==> src/rtl/exec_controller.sv <==
// exec_controller: run/step sequencer for the 16-bit CPU core.
// Produces a single execute enable (cpu_en) for the IP register and the regfile
// write enable. Counts retired instructions and halts on stop, IP outside the ROM,
// or an exhausted instruction budget.
// Optional feature: define EXEC_BREAKPOINT_EN to add a single address breakpoint
// (ports bp_valid, bp_addr; halt code BREAKPOINT).
module exec_controller #(
  parameter int ADDR_SIZE = 16,
  parameter int ROM_SIZE  = 256,
  parameter int CNT_W     = 32
) (
  input  logic                 clk,
  input  logic                 rst,
  input  logic                 start,
  input  logic                 stop,
  input  logic                 clear,
  input  logic                 step_req,
  output logic                 step_ack,
  input  logic [CNT_W-1:0]     max_instr,
  input  logic [ADDR_SIZE-1:0] ip,
`ifdef EXEC_BREAKPOINT_EN
  input  logic                 bp_valid,
  input  logic [ADDR_SIZE-1:0] bp_addr,
`endif
  output logic                 cpu_en,
  output logic                 running,
  output logic                 halted,
  output logic [2:0]           halt_code,
  output logic [CNT_W-1:0]     instr_count
);

  typedef enum logic [2:0] {
    S_IDLE,
    S_RUN,
    S_STEP_EXEC,
    S_STEP_ACK,
    S_HALT
  } state_e;

  typedef enum logic [2:0] {
    HC_NONE       = 3'd0,
    HC_STOP       = 3'd1,
    HC_IP_RANGE   = 3'd2,
    HC_BUDGET     = 3'd3,
    HC_BREAKPOINT = 3'd4
  } halt_code_e;

  // One extra bit so a ROM_SIZE equal to 2**ADDR_SIZE still compares correctly.
  localparam logic [ADDR_SIZE:0] ROM_LIMIT = (ADDR_SIZE+1)'(ROM_SIZE);

  state_e          state_q, state_d;
  halt_code_e      code_q, code_d;
  logic            cnt_clear;
  logic            ip_range;
  logic            budget_hit;
  logic            halt_cond;
  halt_code_e      cond_code;
  logic            bp_hit;

  // Halt conditions seen by the current instruction; IP_RANGE outranks BUDGET.
  always_comb begin
    ip_range   = ({1'b0, ip} >= ROM_LIMIT);
    budget_hit = (max_instr != '0) && (instr_count >= max_instr);
    halt_cond  = ip_range || budget_hit;
    cond_code  = ip_range ? HC_IP_RANGE : HC_BUDGET;
  end

`ifdef EXEC_BREAKPOINT_EN
  // Set for exactly the first RUN cycle after a resume, so execution moves past
  // the breakpoint that caused the halt.
  logic skip_bp_q, skip_bp_d;

  // Breakpoint match, suppressed on the resume cycle.
  always_comb begin
    bp_hit = bp_valid && (ip == bp_addr) && !skip_bp_q;
  end
`else
  // Breakpoints not built: never matches.
  always_comb begin
    bp_hit = 1'b0;
  end
`endif

  // Next-state and combinational outputs of the sequencer.
  always_comb begin
    // NOTE: every signal written here gets a default first, so no path through
    // the case statement can leave one unassigned and infer a latch.
    state_d   = state_q;
    code_d    = code_q;
    cnt_clear = 1'b0;
    cpu_en    = 1'b0;
    step_ack  = 1'b0;
`ifdef EXEC_BREAKPOINT_EN
    skip_bp_d = 1'b0;
`endif
    case (state_q)
      S_IDLE: begin
        if (start)         state_d = S_RUN;
        else if (step_req) state_d = S_STEP_EXEC;
      end
      S_RUN: begin
        cpu_en = !halt_cond && !stop && !bp_hit;
        if (stop) begin
          state_d = S_HALT;
          code_d  = HC_STOP;
        end else if (halt_cond) begin
          state_d = S_HALT;
          code_d  = cond_code;
        end else if (bp_hit) begin
          state_d = S_HALT;
          code_d  = HC_BREAKPOINT;
        end
      end
      S_STEP_EXEC: begin
        cpu_en = !halt_cond;
        if (halt_cond) begin
          state_d = S_HALT;
          code_d  = cond_code;
        end else begin
          state_d = S_STEP_ACK;
        end
      end
      S_STEP_ACK: begin
        step_ack = 1'b1;
        if (!step_req) state_d = S_IDLE;
      end
      S_HALT: begin
        // Echo the request so a step that ran into a halt still completes.
        step_ack = step_req;
        if (clear) begin
          state_d   = S_IDLE;
          code_d    = HC_NONE;
          cnt_clear = 1'b1;
        end else if (start && (code_q == HC_STOP || code_q == HC_BREAKPOINT)) begin
          state_d = S_RUN;
          code_d  = HC_NONE;
`ifdef EXEC_BREAKPOINT_EN
          skip_bp_d = 1'b1;
`endif
        end
      end
      default: state_d = S_IDLE;
    endcase
  end

  // Sequencer state and halt code registers.
  always_ff @(posedge clk) begin
    // NOTE: sequential state uses non-blocking assignments so every register
    // samples the pre-edge values, independent of statement order.
    if (rst) begin
      state_q <= S_IDLE;
      code_q  <= HC_NONE;
    end else begin
      state_q <= state_d;
      code_q  <= code_d;
    end
  end

`ifdef EXEC_BREAKPOINT_EN
  // Resume marker for the breakpoint skip.
  always_ff @(posedge clk) begin
    if (rst) skip_bp_q <= 1'b0;
    else     skip_bp_q <= skip_bp_d;
  end
`endif

  // Retired instruction counter; saturates instead of wrapping.
  always_ff @(posedge clk) begin
    if (rst || cnt_clear)                 instr_count <= '0;
    else if (cpu_en && instr_count != '1) instr_count <= instr_count + 1'b1;
  end

  assign running   = (state_q == S_RUN);
  assign halted    = (state_q == S_HALT);
  assign halt_code = code_q;

endmodule

==> config.mk <==
export PLATFORM = sky130hd
export DESIGN_NAME = exec_controller
export DESIGN_NICKNAME = d
export VERILOG_FILES = /design/src/rtl/exec_controller.sv
export SDC_FILE = /design/constraint.sdc
export NUM_CORES = 1
export LEC_CHECK = 0
export BUFFER_PORTS_ARGS = -buffer_cell sky130_fd_sc_hd__buf_4
export CAP_MARGIN = 20
export CORE_UTILIZATION = 53
export DETAILED_ROUTE_END_ITERATION = 10
export GPL_TIMING_DRIVEN = 0
export PLACE_DENSITY = 0.9
export SLEW_MARGIN = 20
export SYNTH_ARGS = -nofsm -noshare
export SYNTH_HDL_FRONTEND = slang
export SYNTH_SLANG_ARGS = --single-unit
==> constraint.sdc <==
create_clock -name clk -period 3.3 [get_ports clk]
set_input_delay 0.33 -clock clk [delete_from_list [all_inputs] [get_ports clk]]
set_output_delay 0.33 -clock clk [all_outputs]
set_load 0.1 [all_outputs]
# Word level (Yosys, flattened, before mapping)
# Cells that the tools add are included.
[classes]
addsub = 1
mul = 0
div = 0
order_cmp = 2
eq_ne = 11
n_shift = 0
n_mux = 19
bitwise_logic = 0
reduce_logical = 14
[op_table]
columns = ["operator", "n"]
rows = [
  ["$mux W3", 12],
  ["$add A32 B1 Y32 const B", 1],
  ["$ge A32 B32 Y1", 1],
  ["$ne A32 B32 Y1 const B", 1],
  ["$reduce_bool A32 Y1", 1],
  ["$ge A16 B9 Y1 const B", 1],
  ["$pmux W3 S5", 1],
  ["$pmux W3 S3", 1],
  ["$eq A3 B1 Y1 const B", 2],
  ["$eq A3 B2 Y1 const B", 2],
  ["$eq A3 B3 Y1 const B", 2],
  ["$ne A3 B2 Y1 const B", 2],
  ["$logic_and A1 B1 Y1", 4],
  ["$pmux W1 S2", 2],
  ["$reduce_and A4 Y1", 1],
  ["$logic_not A3 Y1", 1],
  ["$logic_or A1 B1 Y1", 3],
  ["$mux W1", 3],
  ["$ne A3 B3 Y1 const B", 1],
  ["$reduce_bool A3 Y1", 1],
  ["$logic_not A1 Y1", 2],
  ["$ne A2 B2 Y1 const B", 1],
  ["$reduce_and A2 Y1", 1],
]
[totals]
regBits = 38
latchBits = 0
ram_bits = 0
rom_bits = 0
word_cells = 50
mem_count = 0

# Longest topological paths before layout
# Gate-level depths: netlist of run 1.
[depth]
word_depth = 7
mapped_depth = 11
ltp_nobuf = 9

# Worst setup path after synthesis of run 1
# OpenSTA, ideal clock, no wires.
[synth_path]
path_type = "register to output"
start = "register instr_count[0]"
end = "output cpu_en"
t_arrival_ps = 4104
t_required_ps = 2970
slack_ps = -1134
stages_incl_launch_ff = 11
path_buffers = 2
path_cell_list = "dfxtp_1 inv_1 ha_1 nand2b_1 a2111oi_2 or4b_4 a311oi_4 or3_1 buf_6 buf_6 nor2_1"
[synth_between]
elab_chain_len = 6
[synth_lines]
columns = ["element", "line_no", "rtl"]
rows = [
  ["from (decl)", "29", "output logic [CNT_W-1:0] instr_count"],
  ["from (signal assigned)", "170", "else if (cpu_en && instr_count != '1) instr_count <= instr_count + 1'b1;"],
  ["$ge A32 B32 Y1 (*)", "63", "budget_hit = (max_instr != '0) && (instr_count >= max_instr);"],
  ["$logic_and A1 B1 Y1 (*)", "63", ""],
  ["$logic_or A1 B1 Y1 (*)", "64", "halt_cond = ip_range || budget_hit;"],
  ["$logic_not A1 Y1 (*)", "102, 115", ""],
  ["$logic_and A1 B1 Y1", "102", "cpu_en = !halt_cond && !stop && !bp_hit;"],
  ["$pmux W1 S2 (*)", "96", "case (state_q)"],
  ["to (decl)", "25", "output logic cpu_en,"],
]
# Mark *: on every way between the ends. The rest lies on a longest branch, timed or not.

# Worst setup path after layout of run 1
[layout_path]
start = "register instr_count[11]"
end = "output cpu_en"
# The elaborated chain is that of the path after synthesis.

==> impl_results.md, run 1 <==
- Run status: complete, no violations
- Fmax: 323.1 MHz
- RSZ-0062 raised after global routing: no
- Main synth FF type: dfxtp_1
- Compound-cell area share of the yosys netlist: 23.78%
- Layout area overhead: 27.87%
- CTS tree: built
- Vias: about 3700
- Cell Pwr Density: around 300 nW/um^2
- Total GRT Usage: 32.74%
- # IOs: 93
- Leakage power: 1.743 nW
- Pwr Total: 1.200 mW
- Worst hold slack: between 0.3 and 0.4 ns
- Data arrival time of the critical path: 2.76 ns
- Synthesized area per cell: ~7.7 sq um
- Total die area: 6250 sq um
- Drc violations: 0
- Max VDD drop: 227.9 uV
- Num CTS Buffers: 5
- Root buf cell: clkbuf_8
- Slew Limit Fails: 0
- Clock Skew: 0.008408 ns
- Least-Margin Pin Slew: approximately 0.7 ns
- # fillers: 450
- RD Place Congestion: 0.9076
- Final hold vios: 0
- Netlist Area Pre-Place: 3147 sq um
- Crit Path Max Fanout: 19
- Crit-path slowest cell: or3b_2
- Rows: 27
- Clk sinks: 38
- Setup-failing EPs final: 0
- Adder-cell share of the synthesized area: a little over an eighth
- Hpwl dp: approximately 7700 um
- Yosys top cell area share: 24.17%
- Syn Inst Count: 409
- Mapped Nets: between 400 and 500
- Largest family of logic cells by synthesized area: simple AND/OR/NAND/NOR gates
- Initial DRC count: 387
- First-pass GRT wire length: between 15000 and 20000 um
- Drt first pass iters: 6
- Initial Utilization: 56.11%
- Yosys reg bits: 38
- Total grt overflow: 0
- Core area: between 5000 and 6000 sq um
- Crit-path cells: ha_1, nand2_1, o21ai_0, or3b_2, a311oi_4, or3_4, buf_6, nor2_4, buf_8
- Mux share of post-synthesis cell area: ~1.3%
- Reg clk slew, reported paths: 0.08 ns
- Synth Area in XOR/XNOR: 0.5567%
- Kind of critical path: reg2out
- Max Cap Viol: 0
- Yosys warning count: 0
- Vias in the first global route: 3541
- Synth Area in Simple Gates: 29.70%
- Initial antenna violation count: 0
- Commonest non-fill, non-tap cell in the layout: buf_4
- N_diodes: 0
- Post-place setup slack: 0.0009233 ns
- # H-tree levels: 2
- Die outline width: about 79 um
- Synth area leader: dfxtp_1
- CP Launch Type: register
- Area contributors post-synth: dfxtp_1 (24%), ha_1 (13%), a21oi_1 (7.2%), inv_1 (4.5%), nand2_1 (4.3%)
- Clock Latency Late Sink: around 0.30 ns
- Share of layout cells above drive strength 1: between 20 and 30%
- CTS max path bufs: 2
- Most frequent cells in the layout: buf_4 (83), a21oi_1 (44), inv_1 (38), nand2_1 (36), ha_1 (33)
- Vias/cell: 6.519
- Crit path buf inv count: 2
- WL final: 10030 um
- Final setup margin: a little over 0.2 ns
- Period utilization: 93.78%
- Sequential share of the synthesized area: between 20 and 25%
- Die Span Y: 79.06 um
- Drt wl/cell: 17.53 um
- Cell variety after synth: 55
- Post-route ant nets: 0
- Max_slew headroom: 52.04%
- Largest net degree at the start of global routing: 12
- Peak per-stage delay on the critical path: ~0.5 ns
- Port bufs: 83
- Post-CTS Hold Buffers: 0
- Tmin final: 3.095 ns
- EDFF count, synth: 0
- Worst setup EP type: output pin
- CP top delay family: simple AND/OR/NAND/NOR gates
- Worst hold path class: in2reg
- Nets: 586
- Ys async rst share: 0%
- Setup TNS: 0 ns
- CP required: 2.97 ns
==> cells by family after synthesis <==
| family | after synthesis |
|---|---|
| DFF | 38 |
| and+or+nand+nor | 165 |
| muxes | 4 |
| AOI/OAI and AO/OA | 112 |
| buffers and inverters | 55 |
| xor gates and xnor gates | 2 |
| adders and majority gates | 33 |
==> timing repair <==
action,CTS,global route
pin swaps,1,2
gates resized for setup,1,7
setup endpoints to repair,1,1
buffers inserted,1,0
==> layer usage <==
| metal | global-route usage (%) | vias to the layer above | routed length [um] |
|---|---|---|---|
| li1 | - | 1731 | - |
| met4 | 16.73 | 0 | 380 |
| met1 | 38.34 | 1740 | 3955 |
| met3 | 5.517 | 48 | 779 |
| met2 | 56.98 | 210 | 4909 |
| met5 | 0 | - | 0 |
==> metrics by stage <==
step           cell area (sq um)  instances  util, %
2_1_floorplan               3193        409        -
3_3_place_gp                3906        564    69.66
3_5_place_dp                3906        564    69.66
4_1_cts                     4009        573    71.49
5_1_grt                     4024        572    71.75
6_report                    4024        572    71.75
==> report_power, final <==
group | internal, mW | switching [mW] | leakage [nW] | total (mW)
sequential | 0.469 | 0.0157 | 0.321 | 0.485
combinational | 0.123 | 0.253 | 1.37 | 0.376
clock | 0.169 | 0.170 | 0.0482 | 0.339
total | 0.761 | 0.439 | 1.74 | 1.20
==> Yosys cell counts, types with 3 or more instances <==
cell and number:
nand3_1 11, nor2_1 23, nor2b_1 5, nor4_1 16
mux2i_1 4, o31ai_1 17, a21oi_1 45, nor3_1 3
o311ai_1 3, or4_1 15, a21o_1 3, a211oi_1 4
buf_6 3, clkbuf_1 11, a31o_1 5, nand2_1 36
nand2b_1 5, buf_2 3, and3_1 6, o21ai_0 12
nand4_1 21, o21a_1 3, and2_1 4, dfxtp_1 38
inv_1 38, ha_1 33, and4_1 6
==> flip-flops by register name, indices dropped and copies added (netlist names) <==
signal / count
state_q: 3
halt_code: 3
instr_count: 32
==> final timing paths <==
check             slack [ns]  cells past startpoint         endpoint       startpoint
setup / recovery        0.21                      9           cpu_en  instr_count[11]
hold / removal          0.39                      2     halt_code[0]              rst
setup reg to reg        0.35                     11  instr_count[13]   instr_count[0]
hold reg to reg         0.47                      2     halt_code[2]     halt_code[2]
==> final cells by class <==
type	count	area [sq um]	share of cell area, %
repair buffers	84	638.1	15.86
clock inverters	1	5.005	0.1244
multi-input cells	316	2187	54.35
well taps	72	90.09	2.239
flip-flops and latches	38	795.8	19.78
inverters	38	142.6	3.545
clock buffers	7	86.33	2.146
plain buffers	16	78.83	1.959
Note: power is estimated with default switching activity, not from simulation.
==> run 2: changes to the inputs <==
--- a/config.mk
+++ b/config.mk
@@ -7,10 +7,13 @@
 export LEC_CHECK = 0
 export BUFFER_PORTS_ARGS = -buffer_cell sky130_fd_sc_hd__buf_4
 export CAP_MARGIN = 20
-export CORE_UTILIZATION = 53
+export CELL_PAD_IN_SITES_DETAIL_PLACEMENT = 0
+export CELL_PAD_IN_SITES_GLOBAL_PLACEMENT = 2
+export CORE_UTILIZATION = 29
 export DETAILED_ROUTE_END_ITERATION = 10
 export GPL_TIMING_DRIVEN = 0
-export PLACE_DENSITY = 0.9
+export PLACE_DENSITY = 0.88
+export SETUP_SLACK_MARGIN = 0.5
 export SLEW_MARGIN = 20
 export SYNTH_ARGS = -nofsm -noshare
 export SYNTH_HDL_FRONTEND = slang
==> run 2 against run 1 <==
Compared with the run above:
- fmax up 3.2%
- via count down 3.8%
- die area is 80% higher
- non-clock buffer count rose by 13
- largest power group unchanged
- power shrank 0.23%
- design area rose by 11%
- critical path depth up 1
- sequential cell count unchanged
- wire length is 13% higher
- sequential power decreased by 4.5%
- sequential share of layout area shrank 0.27 points
- clock skew increased by 0.0028 ns
==> impl_results.md, run 2 (synthesized netlist as in run 1, its figures left out) <==
- Min-Delay Startpoint: rst
- Clock Latency Late Sink: 0.30 ns (about the same)
- Kind of critical path: reg2out
- Leakage power: 1.857 nW (+6.5%)
- WL final: 11320 um (+13%)
- Slew Limit Fails: 0 (unchanged)
- Post-route cell area: 4466 sq um (+11%)
- Number of flip-flops under the largest register name: 32 (unchanged)
- Drt first pass iters: 4 (-2)
- Total GRT Usage: 20.20% (-13 points)
- Num CTS Buffers: 5 (unchanged)
- Tmin final: 2.998 ns (-0.09657 ns)
- Vias/cell: 5.529 (-15%)
- Layout area overhead: 41.91%
- Placed cell area: 4099 sq um (+4.9%)
- Comb pwr share: 33.0% (+1.7 points)
- Initial antenna violation count: 0 (unchanged)
- # fillers: 1092 (+140%)
- Share of power burned in registers: 38.7% (-1.7 points)
- Hold Path End: halt_code[0]
- Setup TNS: 0 ns (unchanged)
- # IOs: 93 (unchanged)
- Final non-filler cell total: 649 (+13%)
- N_diodes: 0 (unchanged)
- Reg clk slew, reported paths: 0.09 ns (about the same)
- Setup-failing EPs final: 0 (unchanged)
- Vias in the first global route: 3513 (-0.79%)
- RSZ-0062 raised after global routing: yes
- Crit-path slowest cell: or4b_4
- CP top delay family: simple AND/OR/NAND/NOR gates
- Crit Path Max Fanout: 2 (-17)
- Clock group share of total power: 28.3% (about the same)
- Util after Layout: 42.87% (-29 points)
- Most common cell on crit path: buf_12
- Post-route ant nets: 0 (unchanged)
- Share of layout cells above drive strength 1: 33.14% (+5.3 points)
- Hpwl dp: 8447 um (+10%)
- RR Endpoint: instr_count[16]
- Die outline width: 106.2 um (+34%)
- Total grt overflow: 0 (unchanged)
- Cell Pwr Density: 268.0 nW/um^2 (-10%)
- Die Span Y: 106.2 um (+34%)
- Fmax: 333.5 MHz (+3.2%)
- Vias: 3588 (-3.8%)
- CP required: 2.97 ns (about the same)
- Biggest register: instr_count
- Net Sw Frac: 39.05% (+2.5 points)
- Internal power: 0.7295 mW (-4.1%)
- Crit-path cells: ha_4, nand2_4, nor4_4, or4b_4, a311oi_4, or3_4, buf_8, buf_12, nor2_4, buf_12
- First-pass GRT wire length: 17920 um (+11%)
- R2R setup slack: 0.48 ns (+0.13 ns)
- Hold Path Stages: 2 (unchanged)
- Rows: 37 (+37%)
- CP Launch Type: register
- CTS max path bufs: 2 (unchanged)
- Period utilization: 90.85% (-2.9 points)
- Initial Utilization: 30.21% (-26 points)
- Worst setup EP type: output pin
- Final hold vios: 0 (unchanged)
- Drc violations: 0 (unchanged)
- Core area: 10420 sq um (+86%)
- R2R depth: 10 (-1)
- Clk sinks: 38 (unchanged)
- Run status: complete, no violations
- Max_slew headroom: 47.46% (-4.6 points)
- Peak per-stage delay on the critical path: 0.51 ns (about the same)
- Port bufs: 83 (unchanged)
- Reg2Reg Launch Point: instr_count[7]
- Worst hold path class: in2reg
- # H-tree levels: 2 (unchanged)
- Largest net degree at the start of global routing: 14 (+2)
- CTS tree: built
- Clock Skew: 0.01121 ns (+0.002801 ns)
- Most frequent cells in the layout: buf_4 (95), a21oi_1 (44), inv_1 (37), nand2_1 (33), dfxtp_4 (28)
- Commonest non-fill, non-tap cell in the layout: buf_4
- DP Cell Count: 628 (+11%)
- Root buf cell: clkbuf_8
- Data arrival time of the critical path: 2.67 ns (-0.09 ns)
- Max Cap Viol: 0 (unchanged)
- Nets: 599 (+2.2%)
- Least-Margin Pin Slew: 0.7758 ns (+0.06768 ns)
- Initial DRC count: 153 (-60%)
- Drt wl/cell: 17.45 um (-0.46%)
- Crit path buf inv count: 3 (+1)
- Max VDD drop: 148.9 uV (-35%)
- Worst hold slack: 0.3892 ns (-0.004646 ns)
- RD Place Congestion: 0.8099 (-11%)
- Net switching power: 0.4675 mW (+6.5%)
- Total die area: 11270 sq um (+80%)
==> run 2: worst reg2reg max path: cells and delay by family, from the launching register on <==
family	cells	cell delay, ns
simple gates	2	0.91
compound gates	5	0.82
flops	1	0.38
fa+ha+maj	1	0.32
buf+inv	2	0.32
==> run 2: power by group through the flow <==
stage | logic, mW | clock network [mW] | registers (mW)
after floorplan | 0.220 | 0 | 0.507
after global placement | 0.378 | 0 | 0.474
after detailed placement | 0.380 | 0 | 0.475
after CTS | 0.390 | 0.347 | 0.463
after global routing | 0.429 | 0.361 | 0.466
final | 0.395 | 0.339 | 0.463
==> run 2: routing by layer <==
layer	vias up	share of wire, %	global-route usage [%]
li1	1772	-	-
met1	1713	46	26.99
met2	94	49	34.93
met3	9	3.7	2.330
met4	0	0.64	3.869
met5	-	0	0
==> run 2: area by class of cell <==
cell class                 instances  area (sq um)  area share (%)
multi-input combinational        316          2347           52.56
sequential                        38         870.8           19.50
timing repair buffer              96         733.2           16.42
tap                              136         170.2           3.811
inverter                          38         142.6           3.194
buffer                            17         111.4           2.494
clock buffer                       5         68.82           1.541
clock inverter                     3         21.27          0.4763
==> run 2: stage by stage <==
step                      setup WS, ns  total power [mW]
final                           0.3019             1.197
after global routing            0.2273             1.255
after CTS                       0.2199             1.200
after detailed placement       0.02950            0.8555
after global placement         0.01954            0.8522
after floorplan                 0.2718            0.7269
==> run 2: what timing repair did <==
action                     4_1_cts  5_1_grt
pin swaps                        8        5
hold buffers                     0        0
resized for setup               24        7
setup endpoints to repair       27       28
buffers inserted                10        3
==> run 2: worst max path at each step <==
stage | start | end | slack, ns | cells after the start
after floorplan | instr_count[0] | cpu_en | 0.27 | 10
after global placement | max_instr[15] | cpu_en | 0.02 | 12
after detailed placement | max_instr[15] | cpu_en | 0.03 | 12
after CTS | instr_count[9] | cpu_en | 0.22 | 10
after global routing | instr_count[11] | cpu_en | 0.23 | 10
final | instr_count[11] | cpu_en | 0.30 | 10
==> run 3: changes to the inputs <==
--- a/config.mk
+++ b/config.mk
@@ -9,6 +9,7 @@
 export CAP_MARGIN = 20
 export CELL_PAD_IN_SITES_DETAIL_PLACEMENT = 0
 export CELL_PAD_IN_SITES_GLOBAL_PLACEMENT = 2
+export CORE_MARGIN = 2
 export CORE_UTILIZATION = 29
 export DETAILED_ROUTE_END_ITERATION = 10
 export GPL_TIMING_DRIVEN = 0
==> constraint.sdc (replaced) <==
create_clock -name clk -period 3.3 [get_ports clk]
set_input_delay 0.33 -clock clk [delete_from_list [all_inputs] [get_ports clk]]
set_output_delay 0.33 -clock clk [all_outputs]
set_load 0.01 [all_outputs]
==> run 3 against run 2 <==
Compared with the run above:
- clock skew increased by 0.00095 ns
- combinational power decreased by 15%
- sequential power increased by 1%
- sequential share of layout area decreased by 1.7 points
- fmax increased by 0.68%
==> impl_results.md, run 3 (synthesized netlist as in run 1, its figures left out) <==
- Num CTS Buffers: 5 (unchanged)
- DP Cell Count: 632 (+0.64%)
- Drt wl/cell: 17.33 um (-0.68%)
- RD Place Congestion: 0.8083 (-0.20%)
- RR Endpoint: instr_count[30]
- Final non-filler cell total: 666 (+2.6%)
- Total die area: 11700 sq um (+3.8%)
- Core area: 10700 sq um (+2.7%)
- Crit-path slowest cell: or4b_4
- Max VDD drop: 148.9 uV (about the same)
- Clock Skew: 0.01216 ns (+0.0009504 ns)
- CP Launch Type: register
- Share of power burned in registers: 41.1% (+2.4 points)
- Initial antenna violation count: 0 (unchanged)
- Data arrival time of the critical path: 2.65 ns (-0.02 ns)
- # fillers: 1100 (+0.73%)
- CP required: 2.97 ns (about the same)
- Worst hold slack: 0.3935 ns (+0.004273 ns)
- Layout area overhead: 50.18%
- Period utilization: 90.24% (-0.61 points)
- Post-route ant nets: 0 (unchanged)
- # IOs: 93 (unchanged)
- Clock group share of total power: 29.4% (+1.1 points)
- Vias in the first global route: 3367 (-4.2%)
- Most common cell on crit path: buf_8
- Max Cap Viol: 0 (unchanged)
- R2R depth: 11 (+1)
- Root buf cell: clkbuf_8
- Die Span Y: 108.2 um (+1.9%)
- RSZ-0062 raised after global routing: yes
- Tmin final: 2.978 ns (-0.02023 ns)
- First-pass GRT wire length: 17550 um (-2.0%)
- Clock Latency Late Sink: 0.30 ns (about the same)
- Net switching power: 0.4010 mW (-14%)
- Number of flip-flops under the largest register name: 32 (unchanged)
- Worst hold path class: in2reg
- Max_slew headroom: 47.82% (+0.36 points)
- Leakage power: 1.949 nW (+5.0%)
- Drt first pass iters: 4 (unchanged)
- Net Sw Frac: 35.14% (-3.9 points)
- Rows: 38 (+2.7%)
- Worst setup path end: cpu_en
- Vias: 3598 (+0.28%)
- Internal power: 0.7402 mW (+1.5%)
- Least-Margin Pin Slew: 0.7706 ns (-0.005244 ns)
- Final hold vios: 0 (unchanged)
- Peak per-stage delay on the critical path: 0.51 ns (about the same)
- Biggest register: instr_count
- Reg clk slew, reported paths: 0.08 ns (about the same)
- N_diodes: 0 (unchanged)
- Total grt overflow: 0 (unchanged)
- Largest net degree at the start of global routing: 13 (-1)
- Reg2Reg Launch Point: instr_count[27]
- Most frequent cells in the layout: buf_4 (107), a21oi_1 (39), inv_1 (37), nand2_1 (32), nor2_1 (22)
- Die outline width: 108.2 um (+1.9%)
- Comb pwr share: 29.5% (-3.5 points)
- Clk sinks: 38 (unchanged)
- Setup TNS: 0 ns (unchanged)
- Post-route cell area: 4726 sq um (+5.8%)
- Crit path launch: instr_count[8]
- Initial DRC count: 186 (+22%)
- Vias/cell: 5.402 (-2.3%)
- Drc violations: 0 (unchanged)
- Slew Limit Fails: 0 (unchanged)
- CTS tree: built
- Port bufs: 83 (unchanged)
- WL final: 11540 um (+1.9%)
- Kind of critical path: reg2out
- # H-tree levels: 2 (unchanged)
- Setup-failing EPs final: 0 (unchanged)
- Fmax: 335.8 MHz (+0.68%)
- Crit-path cells: ha_4, nand2_4, nor4_4, or4b_4, a311oi_4, or3_4, buf_8, buf_8, nor2_4, buf_6
- R2R setup slack: 0.50 ns (+0.02 ns)
- CTS max path bufs: 2 (unchanged)
- Commonest non-fill, non-tap cell in the layout: buf_4
- Post-CTS Hold Buffers: 0 (unchanged)
- Initial Utilization: 29.42% (-0.80 points)
- Pwr Total: 1.141 mW (-4.7%)
- Hpwl dp: 8185 um (-3.1%)
- Run status: complete, no violations
- Placed cell area: 3945 sq um (-3.8%)
- Total GRT Usage: 19.09% (-1.1 points)
- Share of layout cells above drive strength 1: 39.16% (+6.0 points)
- Cell Pwr Density: 241.5 nW/um^2 (-9.9%)
- Crit Path Max Fanout: 2 (unchanged)
- Worst setup EP type: output pin
- Nets: 612 (+2.2%)
## run 3: final cells by class
type	instances	area, sq um	share of cell area (%)
multi-input cells	316	2527	53.48
flip-flops and latches	38	839.6	17.77
repair buffers	109	829.5	17.55
well taps	140	175.2	3.707
inverters	38	142.6	3.018
plain buffers	17	125.1	2.648
clock buffers	6	72.57	1.536
clock inverters	2	13.76	0.2912
## run 3: repair_timing
action	4_1_cts	5_1_grt
pin swaps	10	6
buffers inserted	11	15
setup endpoints to repair	31	28
resized for setup	44	75
## run 3: metal layers
metal  part of all wire (%)  track usage [%]
met5                      0                0
met4                   0.87            4.396
met3                    3.6            2.592
met2                     50            32.30
met1                     45            25.77
## run 3: worst min path at each step
| stage | start | endpoint | slack (ns) | depth (start not counted) |
|---|---|---|---|---|
| final | rst | halt_code[0] | 0.39 | 2 |
| after global routing | rst | halt_code[0] | 0.41 | 2 |
| after CTS | rst | halt_code[0] | 0.39 | 2 |
| after detailed placement | halt_code[2] | halt_code[2] | 0.46 | 2 |
| after global placement | halt_code[2] | halt_code[2] | 0.45 | 2 |
| after floorplan | halt_code[2] | halt_code[2] | 0.48 | 2 |
## run 3: critical path, delay by kind of cell, from the launching register on
family                     cells  cell delay, ns
AOI/OAI and AO/OA              1            0.27
adders and majority gates      1            0.27
and+or+nand+nor                5            1.08
buffers and inverters          3            0.35
DFF                            1            0.37
## run 3: metrics by stage
| step | util, % | setup WS [ns] |
|---|---|---|
| final | 44.18 | 0.3221 |
| after detailed placement | 36.88 | -0.002587 |
| after global placement | 36.88 | 0.01631 |
| after CTS | 39.82 | 0.3192 |
| after global routing | 44.18 | 0.2464 |
| after floorplan | - | 0.5528 |
## run 3: power groups by stage
| stage | Sequential, mW | Clock [mW] | Combinational [mW] |
|---|---|---|---|
| CTS | 0.477 | 0.343 | 0.310 |
| finish | 0.469 | 0.335 | 0.337 |
| global route | 0.471 | 0.370 | 0.370 |
| global placement | 0.494 | 0 | 0.297 |
| detailed placement | 0.495 | 0 | 0.300 |
| floorplan | 0.493 | 0 | 0.174 |
